==> config.mk <==
export PLATFORM = sky130hd
export DESIGN_NAME = key_schedule_seq
export DESIGN_NICKNAME = d
export VERILOG_FILES = /design/src/rtl/key_schedule_pkg.sv /design/src/rtl/key_schedule_seq_sbox_inv.sv /design/src/rtl/sbox.sv /design/src/rtl/key_schedule_seq.sv
export SDC_FILE = /design/constraint.sdc
export NUM_CORES = 1
export LEC_CHECK = 0
export ABC_AREA = 1
export CAP_MARGIN = 20
export CORE_MARGIN = 4
export CORE_UTILIZATION = 31
export CTS_CLUSTER_SIZE = 12
export DETAILED_ROUTE_END_ITERATION = 6
export GPL_ROUTABILITY_DRIVEN = 1
export GPL_TIMING_DRIVEN = 0
export PLACE_DENSITY = 0.7
export SYNTH_ARGS = -nofsm -noshare
export SYNTH_HDL_FRONTEND = slang
export SYNTH_SLANG_ARGS = --single-unit
==> constraint.sdc <==
create_clock -name clk -period 2 [get_ports clk]
set_input_delay 0.4 -clock clk [delete_from_list [all_inputs] [get_ports clk]]
set_output_delay 0.4 -clock clk [all_outputs]
set_load 0.01 [all_outputs]
==> src/rtl/key_schedule_pkg.sv <==
// key_schedule_pkg: shared definitions for the PRESENT key-schedule engine.
//   ROT_AMT          key register rotation per round (left on the forward path).
//   RK_WIDTH         width of an emitted round key.
//   CNT_LSB_80/_128  LSB of the 5-bit round-counter XOR field for each key width.
//   state_e          engine FSM states.
//   cnt_field_lsb()  counter-field LSB for a given key width.
//   present_sbox()   4-bit PRESENT S-box.
//   update_80/128()  one forward key-register update for each key width.
package key_schedule_pkg;

  localparam int ROT_AMT     = 61;
  localparam int RK_WIDTH    = 64;
  localparam int CNT_LSB_80  = 15;
  localparam int CNT_LSB_128 = 62;

  typedef enum logic {IDLE = 1'b0, RUN = 1'b1} state_e;

  function automatic int cnt_field_lsb(input int key_width);
    return (key_width == 128) ? CNT_LSB_128 : CNT_LSB_80;
  endfunction

  function automatic logic [3:0] present_sbox(input logic [3:0] x);
    logic [3:0] y;
    case (x)
      4'h0: y = 4'hc;  4'h1: y = 4'h5;  4'h2: y = 4'h6;  4'h3: y = 4'hb;
      4'h4: y = 4'h9;  4'h5: y = 4'h0;  4'h6: y = 4'ha;  4'h7: y = 4'hd;
      4'h8: y = 4'h3;  4'h9: y = 4'he;  4'ha: y = 4'hf;  4'hb: y = 4'h8;
      4'hc: y = 4'h4;  4'hd: y = 4'h7;  4'he: y = 4'h1;  default: y = 4'h2;
    endcase
    return y;
  endfunction

  function automatic logic [79:0] update_80(input logic [79:0] k, input logic [4:0] i);
    logic [79:0] r;
    r = (k << ROT_AMT) | (k >> (80 - ROT_AMT));
    r[79:76] = present_sbox(r[79:76]);
    r[CNT_LSB_80 +: 5] = r[CNT_LSB_80 +: 5] ^ i;
    return r;
  endfunction

  function automatic logic [127:0] update_128(input logic [127:0] k, input logic [4:0] i);
    logic [127:0] r;
    r = (k << ROT_AMT) | (k >> (128 - ROT_AMT));
    r[127:124] = present_sbox(r[127:124]);
    r[123:120] = present_sbox(r[123:120]);
    r[CNT_LSB_128 +: 5] = r[CNT_LSB_128 +: 5] ^ i;
    return r;
  endfunction

endpackage

==> src/rtl/key_schedule_seq_sbox_inv.sv <==
// sbox_inv: 4-bit inverse PRESENT S-box (purely combinational).
// Only present when KEY_SCHEDULE_INVERSE_EN is defined, the only build that uses it.
//   nib_in  [3:0] substituted nibble
//   nib_out [3:0] original nibble
`ifdef KEY_SCHEDULE_INVERSE_EN
module sbox_inv (
  input  logic [3:0] nib_in,
  output logic [3:0] nib_out
);

  always_comb begin
    nib_out = 4'h0;
    case (nib_in)
      4'h0: nib_out = 4'h5;  4'h1: nib_out = 4'he;  4'h2: nib_out = 4'hf;  4'h3: nib_out = 4'h8;
      4'h4: nib_out = 4'hc;  4'h5: nib_out = 4'h1;  4'h6: nib_out = 4'h2;  4'h7: nib_out = 4'hd;
      4'h8: nib_out = 4'hb;  4'h9: nib_out = 4'h4;  4'ha: nib_out = 4'h6;  4'hb: nib_out = 4'h3;
      4'hc: nib_out = 4'h0;  4'hd: nib_out = 4'h7;  4'he: nib_out = 4'h9;  default: nib_out = 4'ha;
    endcase
  end

endmodule
`endif

==> src/rtl/sbox.sv <==
// sbox: 4-bit PRESENT S-box (purely combinational).
//   nib_in  [3:0] input nibble
//   nib_out [3:0] substituted nibble
module sbox (
  input  logic [3:0] nib_in,
  output logic [3:0] nib_out
);

  always_comb begin
    nib_out = 4'h0;
    case (nib_in)
      4'h0: nib_out = 4'hc;  4'h1: nib_out = 4'h5;  4'h2: nib_out = 4'h6;  4'h3: nib_out = 4'hb;
      4'h4: nib_out = 4'h9;  4'h5: nib_out = 4'h0;  4'h6: nib_out = 4'ha;  4'h7: nib_out = 4'hd;
      4'h8: nib_out = 4'h3;  4'h9: nib_out = 4'he;  4'ha: nib_out = 4'hf;  4'hb: nib_out = 4'h8;
      4'hc: nib_out = 4'h4;  4'hd: nib_out = 4'h7;  4'he: nib_out = 4'h1;  default: nib_out = 4'h2;
    endcase
  end

endmodule

==> src/rtl/key_schedule_seq.sv <==
// key_schedule_seq: sequential PRESENT key schedule. Takes an 80/128-bit master
// key and streams round keys K1..K(ROUNDS+1), one per accepted handshake.
// Optional macro KEY_SCHEDULE_INVERSE_EN adds load_inv: the loaded key is then the
// post-final-update register and keys stream in reverse (K(ROUNDS+1)..K1).
// Ports:
//   clk, rst_n              clock, async active-low reset
//   load_valid/load_ready   master-key handshake, key_in (and load_inv) sampled on it
//   rk_valid/rk_ready       round-key handshake
//   rk, rk_index, rk_last   current round key, its index, last-of-sequence flag
//
// Handshake rule (both interfaces): a transfer happens on a rising edge where
// valid and ready are both 1. The producer holds valid and payload stable until
// the transfer; ready may change freely and the engine never waits on its own ready.
module key_schedule_seq
  import key_schedule_pkg::*;
#(
  parameter int KEY_WIDTH = 80,
  parameter int ROUNDS    = 31
) (
  input  logic                 clk,
  input  logic                 rst_n,
  input  logic                 load_valid,
  output logic                 load_ready,
  input  logic [KEY_WIDTH-1:0] key_in,
`ifdef KEY_SCHEDULE_INVERSE_EN
  input  logic                 load_inv,
`endif
  output logic                 rk_valid,
  input  logic                 rk_ready,
  output logic [RK_WIDTH-1:0]  rk,
  output logic [5:0]           rk_index,
  output logic                 rk_last
);

  localparam int         CNT_LSB  = cnt_field_lsb(KEY_WIDTH);
  localparam logic [5:0] LAST_IDX = 6'(ROUNDS + 1);

  if (!(KEY_WIDTH == 80 || KEY_WIDTH == 128)) begin : g_bad_width
    $error("key_schedule_seq: KEY_WIDTH must be 80 or 128");
  end
  if (ROUNDS < 1 || ROUNDS > 31) begin : g_bad_rounds
    $error("key_schedule_seq: ROUNDS must be in 1..31");
  end

  state_e               state_q, state_d;
  logic [KEY_WIDTH-1:0] key_q, key_d;
  logic [5:0]           idx_q, idx_d;
  logic                 last_q, last_d;
  logic                 load_ready_q, load_ready_d;
  logic                 rk_valid_q, rk_valid_d;

  // Forward update: rotate, S-box the top nibble(s), XOR the round index.
  logic [KEY_WIDTH-1:0] fwd_rot, fwd_key;
  logic [3:0]           fwd_sb_hi, fwd_sb_lo;

  assign fwd_rot = (key_q << ROT_AMT) | (key_q >> (KEY_WIDTH - ROT_AMT));

  sbox u_sbox_hi (.nib_in(fwd_rot[KEY_WIDTH-1 -: 4]), .nib_out(fwd_sb_hi));
  if (KEY_WIDTH == 128) begin : g_sbox_lo
    sbox u_sbox_lo (.nib_in(fwd_rot[KEY_WIDTH-5 -: 4]), .nib_out(fwd_sb_lo));
  end else begin : g_no_sbox_lo
    // 80-bit keys substitute only the top nibble; the next one passes through.
    assign fwd_sb_lo = fwd_rot[KEY_WIDTH-5 -: 4];
  end

  always_comb begin
    fwd_key                   = fwd_rot;
    fwd_key[KEY_WIDTH-1 -: 4] = fwd_sb_hi;
    fwd_key[KEY_WIDTH-5 -: 4] = fwd_sb_lo;
    fwd_key[CNT_LSB +: 5]     = fwd_rot[CNT_LSB +: 5] ^ idx_q[4:0];
  end

`ifdef KEY_SCHEDULE_INVERSE_EN
  // Inverse update undoes the forward steps in reverse order using the index of
  // the key being stepped back to (rk_index-1). Low 5 bits of idx_q minus one
  // equal that index even at idx_q=32.
  logic                 inv_q, inv_d;
  logic [4:0]           inv_i;
  logic [KEY_WIDTH-1:0] inv_x, inv_sub, inv_key;
  logic [3:0]           inv_sb_hi, inv_sb_lo;

  assign inv_i = idx_q[4:0] - 5'd1;

  always_comb begin
    inv_x                 = key_q;
    inv_x[CNT_LSB +: 5]   = key_q[CNT_LSB +: 5] ^ inv_i;
  end

  sbox_inv u_sbox_inv_hi (.nib_in(inv_x[KEY_WIDTH-1 -: 4]), .nib_out(inv_sb_hi));
  if (KEY_WIDTH == 128) begin : g_sbox_inv_lo
    sbox_inv u_sbox_inv_lo (.nib_in(inv_x[KEY_WIDTH-5 -: 4]), .nib_out(inv_sb_lo));
  end else begin : g_no_sbox_inv_lo
    assign inv_sb_lo = inv_x[KEY_WIDTH-5 -: 4];
  end

  always_comb begin
    inv_sub                   = inv_x;
    inv_sub[KEY_WIDTH-1 -: 4] = inv_sb_hi;
    inv_sub[KEY_WIDTH-5 -: 4] = inv_sb_lo;
  end

  assign inv_key = (inv_sub >> ROT_AMT) | (inv_sub << (KEY_WIDTH - ROT_AMT));
`endif

  always_comb begin
    state_d = state_q;
    key_d   = key_q;
    idx_d   = idx_q;
    last_d  = last_q;
`ifdef KEY_SCHEDULE_INVERSE_EN
    inv_d   = inv_q;
`endif
    case (state_q)
      IDLE: begin
        if (load_valid) begin
          state_d = RUN;
          key_d   = key_in;
          // ROUNDS >= 1, so the first key is never the last one.
          last_d  = 1'b0;
`ifdef KEY_SCHEDULE_INVERSE_EN
          inv_d   = load_inv;
          idx_d   = load_inv ? LAST_IDX : 6'd1;
`else
          idx_d   = 6'd1;
`endif
        end
      end
      RUN: begin
        if (rk_ready) begin
          if (last_q) begin
            state_d = IDLE;
            last_d  = 1'b0;
          end else begin
`ifdef KEY_SCHEDULE_INVERSE_EN
            if (inv_q) begin
              key_d  = inv_key;
              idx_d  = idx_q - 6'd1;
              last_d = (idx_q == 6'd2);
            end else begin
              key_d  = fwd_key;
              idx_d  = idx_q + 6'd1;
              last_d = ((idx_q + 6'd1) == LAST_IDX);
            end
`else
            key_d  = fwd_key;
            idx_d  = idx_q + 6'd1;
            last_d = ((idx_q + 6'd1) == LAST_IDX);
`endif
          end
        end
      end
      default: state_d = IDLE;
    endcase
    load_ready_d = (state_d == IDLE);
    rk_valid_d   = (state_d == RUN);
  end

  always_ff @(posedge clk or negedge rst_n) begin
    if (!rst_n) begin
      state_q      <= IDLE;
      key_q        <= '0;
      idx_q        <= '0;
      last_q       <= 1'b0;
      load_ready_q <= 1'b1;
      rk_valid_q   <= 1'b0;
`ifdef KEY_SCHEDULE_INVERSE_EN
      inv_q        <= 1'b0;
`endif
    end else begin
      state_q      <= state_d;
      key_q        <= key_d;
      idx_q        <= idx_d;
      last_q       <= last_d;
      load_ready_q <= load_ready_d;
      rk_valid_q   <= rk_valid_d;
`ifdef KEY_SCHEDULE_INVERSE_EN
      inv_q        <= inv_d;
`endif
    end
  end

  assign load_ready = load_ready_q;
  assign rk_valid   = rk_valid_q;
  assign rk         = key_q[KEY_WIDTH-1 -: RK_WIDTH];
  assign rk_index   = idx_q;
  assign rk_last    = last_q;

endmodule

[Yosys cells after proc, flatten, opt, wreduce, memory -nomap -nowiden]
Memory sizes are Yosys's and may differ from the RTL's.
Index checks and enable logic that the tools add are counted.
Word-level totals
  memories: 1
  word-level logic and storage cells: 33
  flip-flop bits (word level): 89
  input port bits: 84
  ROM bits: 64
Cells by class
  bitwise logic cells: 4
  muxes and demuxes: 16
  equality and inequality tests: 4
  $add $sub $neg: 1
  reductions and logical operators: 2
Memory list
  (no name shown): words 16, bits a word 4, rd ports 1, clocked after Yosys merged registers in 0, write ports 0, line sbox.sv:11  | case (nib_in)
Operators by type and width (number)
  80-bit two-way mux: 3
  80-bit case mux with 2 select lines: 1
  80-bit by 61-bit bitwise OR with 80-bit output: 1
  6-bit two-way mux: 3
  6-bit case mux with 2 select lines: 1
  6-bit by 1-bit adder with 6-bit output (second input constant): 1
  6-bit == test (second input constant): 1
  1-bit two-way mux: 6
  2-bit != test (second input constant): 3
  5-bit bitwise XOR: 1
  1-bit case mux with 2 select lines: 2
  3-bit AND reduction: 1
  1-bit inverter: 2
  2-bit AND reduction: 1

[Logic depth before layout (Yosys ltp)]
Gate-level depths: netlist of run 1.
  depth in word-level cells: 5
  mapped depth: 9
  mapped depth without buffers: 9

[Hierarchy]
Synthesis of run 1 repeated with hierarchy kept, for this count alone.
Unflattened totals
  cell total of the unflattened synthesis: 607
  area, all modules: 4882.2 sq um
Modules (own cells, without submodules)
  key_schedule_seq: cells each 568, instances 1, area each 4673.2 sq um
  sbox: cells each 39, instances 1, area each 209.0 sq um

[Worst setup path before layout of run 1]
Ideal clock, no wire load.
  path type: flip-flop to flip-flop
  from: reg, netlist name rk_valid
  to: reg key_q[15]
  data arrival time: 1.263 ns
  slack: 0.606 ns
  stages on the path, launching flop included: 10
  setup time: 0.130 ns
  period minus slack after synthesis: 1.394 ns
  buffers on the path: 3
  cell sequence: dfrtp_1 -> buf_4 -> nand2_1 -> inv_2 -> nand2_2 -> o21ai_4 -> buf_6 -> buf_6 -> o211ai_1 -> o21ai_0
RTL lines
  to (signal assigned): line key_schedule_seq.sv:171  | key_q <= key_d;
  to (decl): line key_schedule_seq.sv:46  | logic [KEY_WIDTH-1:0] key_q, key_d;

[Final worst setup path of run 1]
  from: reg idx_q[0], in the netlist rk_index[0]
  to: out rk_index[0]
RTL lines
  from (decl): line key_schedule_seq.sv:47  | logic [5:0] idx_q, idx_d;
  from (signal assigned): line key_schedule_seq.sv:172  | idx_q <= idx_d;
  to (decl): line key_schedule_seq.sv:31  | output logic [5:0] rk_index,
No word-level cell between the ends.

==> flow_summary.json, run 1 <==
{
  "status": "completed",
  "syn-num-nets": 703,
  "synth.avg_cell_area_sq_um": 7.90,
  "rrSetupSlack_ns": 0.29,
  "synth_area_sq_um": 4830,
  "drive_gt1_share_pct": 13.4,
  "cts_made_buffers": 9,
  "nFillCells": 1540,
  "start_kind": "register",
  "nets": 871,
  "num_antenna_cells": 0,
  "relSlewSlack_pct": 58.8,
  "grt_pass1_wl_um": 25400,
  "worstSkewPairLatency_ns": 0.35,
  "wl_met3_um": 1210,
  "viasPerCell": 4.73,
  "dpl-instance-area_sq_um": 6680,
  "grt_pass1_vias": 4772,
  "path_class": "reg2out",
  "seq_area_frac_synth_pct": 46.1,
  "ys_ff_latch": 89,
  "portBuffers": 156,
  "max_freq_ghz": 0.527,
  "wl_per_cell_um": 16.1,
  "period_minus_slack_ns": 1.90,
  "rsz0062_at_grt": "false",
  "power_density_nw_per_um2": 1570,
  "cp_cell_sequence": "clkdlybuf4s50_1",
  "layout_commonest_cell": "nand2_1",
  "synthCells": 612,
  "cts.sinks": 89,
  "antenna_found_initial": 0,
  "grt_max_degree": 56,
  "drt-initial-drc-count": 372,
  "hold_viol": 0,
  "vias": 4702,
  "max_cap_viol_count": 0,
  "period_share_pct": 94.9,
  "grt.overflow.total": 0,
  "rows": 45,
  "worstHoldPathType": "in2async",
  "die_h_um": 133,
  "cts_resized": 0,
  "synth.distinct_cells": 23,
  "finalSetupViolCount": 0,
  "worst-path-buf-inv": 1,
  "slew_violations": 0,
  "core_area_sq_um": 15300,
  "drt_pass1_iterations": 5,
  "finClkSkew_ns": 0.00815,
  "critPathArrivalTime_ns": 1.50,
  "fin_area_sq_um": 6970,
  "die_area_sq_um": 17700,
  "drt-met1-wl_um": 7320,
  "grt_use_total_pct": 18.3,
  "critPathRequiredTime_ns": 1.60,
  "h-tree-depth": 3,
  "start_util_pct": 31.7,
  "drtAntennaViolNets": 0,
  "critPathSlowestCell": "clkdlybuf4s50_1",
  "routed_wl_um": 16000,
  "critPathTopFamily": "buffers and inverters",
  "drc": 0,
  "syn2layout_area_growth_pct": 44.2,
  "hold_ws_ns": 0.00770,
  "die_x_um": 133,
  "cp_max_fo": 9,
  "root_buffer": "clkbuf_16",
  "synth-warning-count": 0,
  "clockBufferDepth": 2,
  "worst_slew_pin_slew_ns": 0.618,
  "gp_routability_congestion": 0.839,
  "max_stage_delay_ns": 0.60,
  "cts_tree": "built",
  "wl_met2_um": 7310,
  "endpoint_kind": "output pin",
  "clk_pin_slew_ns": 0.07,
  "leakage_uw": 0.00313,
  "dp_hpwl_um": 12300,
  "io_pins": 157,
  "postCtsSetupRepairBufs": 0,
  "hold_buffers": 0,
  "top_layer_used": "met4",
  "peakVddDrop_mv": 0.772,
  "layout_common_cells": "188 x nand2_1, 155 x clkdlybuf4s50_1, 88 x dfrtp_1"
}
synthesized netlist by cell type, drive strengths merged:
library cell  count  area [sq um]
nand2           189           712
dfrtp            88          2200
buf              86           626
nor2             82           308
a31oi            71           444
inv              24          90.1
o21ai            16          91.3
clkbuf           15          56.3
nand3            12          60.1
a21oi             7          35.0
ha                7          87.6
o211ai            5          37.5
nand4             3          18.8
o22ai             3          18.8
a22oi             1          7.51
dfstp             1          26.3
nor3              1          5.00
o21bai            1          7.51
layout make-up:
type | count | area [sq um] | area share, %
plain buffers | 101 | 682 | 9.78
clock buffers | 11 | 243 | 3.48
clock inverters | 3 | 42.5 | 0.610
inverters | 24 | 90.1 | 1.29
multi-input cells | 398 | 1830 | 26.3
flip-flops and latches | 89 | 2230 | 32.0
well taps | 211 | 264 | 3.79
repair buffers | 157 | 1590 | 22.8
where the power goes:
group	internal, uW	total [uW]	leakage (uW)	switching (uW)
logic	3100	5730	0.00200	2630
registers	2660	3510	0.000991	850
clock network	987	1700	0.000137	711
state kept, by name, indices dropped and copies added (netlist names):
name        count
rk_last         1
load_ready      1
rk_valid        1
key_q          80
rk_index        6
through the flow:
stage | utilization (%) | TNS, ns | std cells | worst slack (ns) | power, uW
floorplan | - | 0 | 612 | 0.606 | 6690
global placement | 43.6 | -257.56 | 979 | -2.91 | 9190
detailed placement | 43.8 | -1.33 | 980 | -0.0575 | 9290
CTS | 45.7 | 0 | 994 | 0.0935 | 11000
global route | 45.7 | 0 | 994 | 0.0279 | 11800
finish | 45.7 | 0 | 994 | 0.102 | 10900
layer usage:
metal  track usage (%)  vias to the layer above
met3              5.44                       15
met1              25.3                     2226
met2              28.7                      183
met4              3.46                        0
met5                 0                        -
li1                  -                     2278
logic make-up (layout without fill, tap and decap cells):
family                   Yosys count  count (layout)  synth area share [%]
AO/OA/AOI/OAI                    104             104                  13.3
adder cells (fa/ha/maj)            7               7                  1.81
buffers and inverters            125             296                  16.0
flip-flops                        89              89                  46.1
AND/OR/NAND/NOR                  287             287                  22.8
worst paths after layout:
kind,start,to,depth (start not counted)
hold / removal,rst_n,key_q[15],1
min in group clk,key_q[77],key_q[77],2
setup / recovery,rk_index[0],rk_index[0],1
max in group asynchronous,rst_n,load_ready,2
setup reg to reg,rk_valid,key_q[23],6
hold reg to reg,key_q[77],key_q[77],2
Note: power is estimated with default switching activity, not from simulation.
==> inputs of run 2 (changes only) <==
--- a/config.mk
+++ b/config.mk
@@ -11,9 +11,10 @@
 export CORE_UTILIZATION = 31
 export CTS_CLUSTER_SIZE = 12
 export DETAILED_ROUTE_END_ITERATION = 6
-export GPL_ROUTABILITY_DRIVEN = 1
+export DONT_BUFFER_PORTS = 1
+export GPL_ROUTABILITY_DRIVEN = 0
 export GPL_TIMING_DRIVEN = 0
-export PLACE_DENSITY = 0.7
+export PLACE_DENSITY = 0.57
 export SYNTH_ARGS = -nofsm -noshare
 export SYNTH_HDL_FRONTEND = slang
 export SYNTH_SLANG_ARGS = --single-unit
==> flow_summary.json, run 2 (synthesis gave the netlist of run 1 again) <==
{
  "critPathRequiredTime_ns": 2.27,
  "portBuffers": 0,
  "hold_ws_ns": -0.255,
  "die_area_sq_um": 17700,
  "dp_slack_ns": 0.206,
  "max_cap_viol_count": 0,
  "largest_register": "key_q",
  "layout_common_cells": "188 x nand2_1, 88 x dfrtp_1, 82 x nor2_1",
  "grt.overflow.total": 0,
  "status": "finished with violations",
  "finalSetupViolCount": 0,
  "drive_gt1_share_pct": 16.7,
  "grt_max_degree": 90,
  "rrSetupSlack_ns": 0.20,
  "tns_ns": 0,
  "worstSkewPairLatency_ns": 0.35,
  "path_class": "reg2reg",
  "slew_violations": 0,
  "num_antenna_cells": 0,
  "worstHoldPathType": "in2async",
  "endpoint_kind": "register",
  "start_kind": "register",
  "io_pins": 157,
  "die_x_um": 133,
  "viasPerCell": 4.99,
  "r2r_cells": 5,
  "drc": 0,
  "drt-initial-drc-count": 260,
  "stdcell_count": 838,
  "rows": 45,
  "period_share_pct": 90.2,
  "cts_tree": "built",
  "critPathArrivalTime_ns": 2.07,
  "r2r_start": "rk_valid",
  "grt_pass1_vias": 4249,
  "start_util_pct": 31.7,
  "rsz0062_at_grt": "false",
  "cp_max_fo": 10,
  "violations": "hold timing",
  "die_h_um": 133,
  "drtAntennaViolNets": 0,
  "core_area_sq_um": 15300,
  "vias": 4184,
  "finalPower_uw": 9570,
  "routed_wl_um": 15600,
  "cts_resized": 0,
  "placed_cells": 823,
  "timing.final.ws_setup_ns": 0.196,
  "clk_pin_slew_ns": 0.07,
  "cts.sinks": 89,
  "cts_made_buffers": 9,
  "peakVddDrop_mv": 0.593,
  "leakage_uw": 0.00250,
  "power_density_nw_per_um2": 1770,
  "root_buffer": "clkbuf_16",
  "layout_commonest_cell": "nand2_1",
  "relSlewSlack_pct": 59.8,
  "period_minus_slack_ns": 1.80,
  "worst_slew_pin_slew_ns": 0.602,
  "grt_pass1_wl_um": 24000,
  "postCtsSetupRepairBufs": 0,
  "finClkSkew_ns": 0.00756,
  "h-tree-depth": 3,
  "max_freq_ghz": 0.554,
  "antenna_found_initial": 0,
  "drt_pass1_iterations": 7,
  "syn2layout_area_growth_pct": 11.8,
  "wl_per_cell_um": 18.6,
  "nets": 714,
  "hold_viol": 89,
  "r2r_end": "key_q[26]",
  "largest_reg_flops": 80,
  "grt_use_total_pct": 17.7,
  "clockBufferDepth": 2,
  "dp_hpwl_um": 12000
}
-- run 2: power breakdown --
part | total (uW) | switching (uW) | internal, uW
clock | 1760 | 731 | 1030
sequential | 3550 | 885 | 2660
combinational | 4260 | 2420 | 1840
-- run 2: worst max-delay path by stage --
stage          startpoint  slack [ns]         to
6_report         rk_valid        0.20  key_q[26]
5_1_grt          rk_valid        0.02  key_q[36]
4_1_cts          rk_valid        0.18  key_q[26]
3_5_place_dp     rk_valid        0.21  key_q[26]
3_3_place_gp     rk_valid        0.24  key_q[26]
2_1_floorplan    rk_valid        0.61  key_q[15]
-- run 2: cell type report --
| class | count | area, sq um |
|---|---|---|
| Multi-Input combinational cell | 398 | 1830 |
| Clock inverter | 4 | 52.6 |
| Buffer | 101 | 682 |
| Inverter | 24 | 90.1 |
| Fill cell | 1627 | 9860 |
| Tap cell | 211 | 264 |
| Sequential cell | 89 | 2230 |
| Clock buffer | 11 | 253 |
-- run 2: worst max-delay path, cell delays in order, from the launching register on --
cell and delay [ns]:
dfrtp_1 0.40, buf_4 0.20, buf_2 0.28, clkbuf_1 0.41, nand2_1 0.22, a31oi_1 0.21
-- run 2: metal layers --
layer	global-route usage, %	up-vias	share of wire, %
met2	27.2	168	46
met3	4.75	19	7.8
met5	0	-	0
met1	24.0	2031	45
met4	6.41	0	2.0
li1	-	1966	-
-- run 2: per-stage QoR --
| step | area (sq um) | util [%] |
|---|---|---|
| after global routing | 5400 | 35.4 |
| final | 5400 | 35.4 |
| after floorplan | 4830 | - |
| after global placement | 5100 | 33.4 |
| after CTS | 5400 | 35.4 |
| after detailed placement | 5100 | 33.4 |
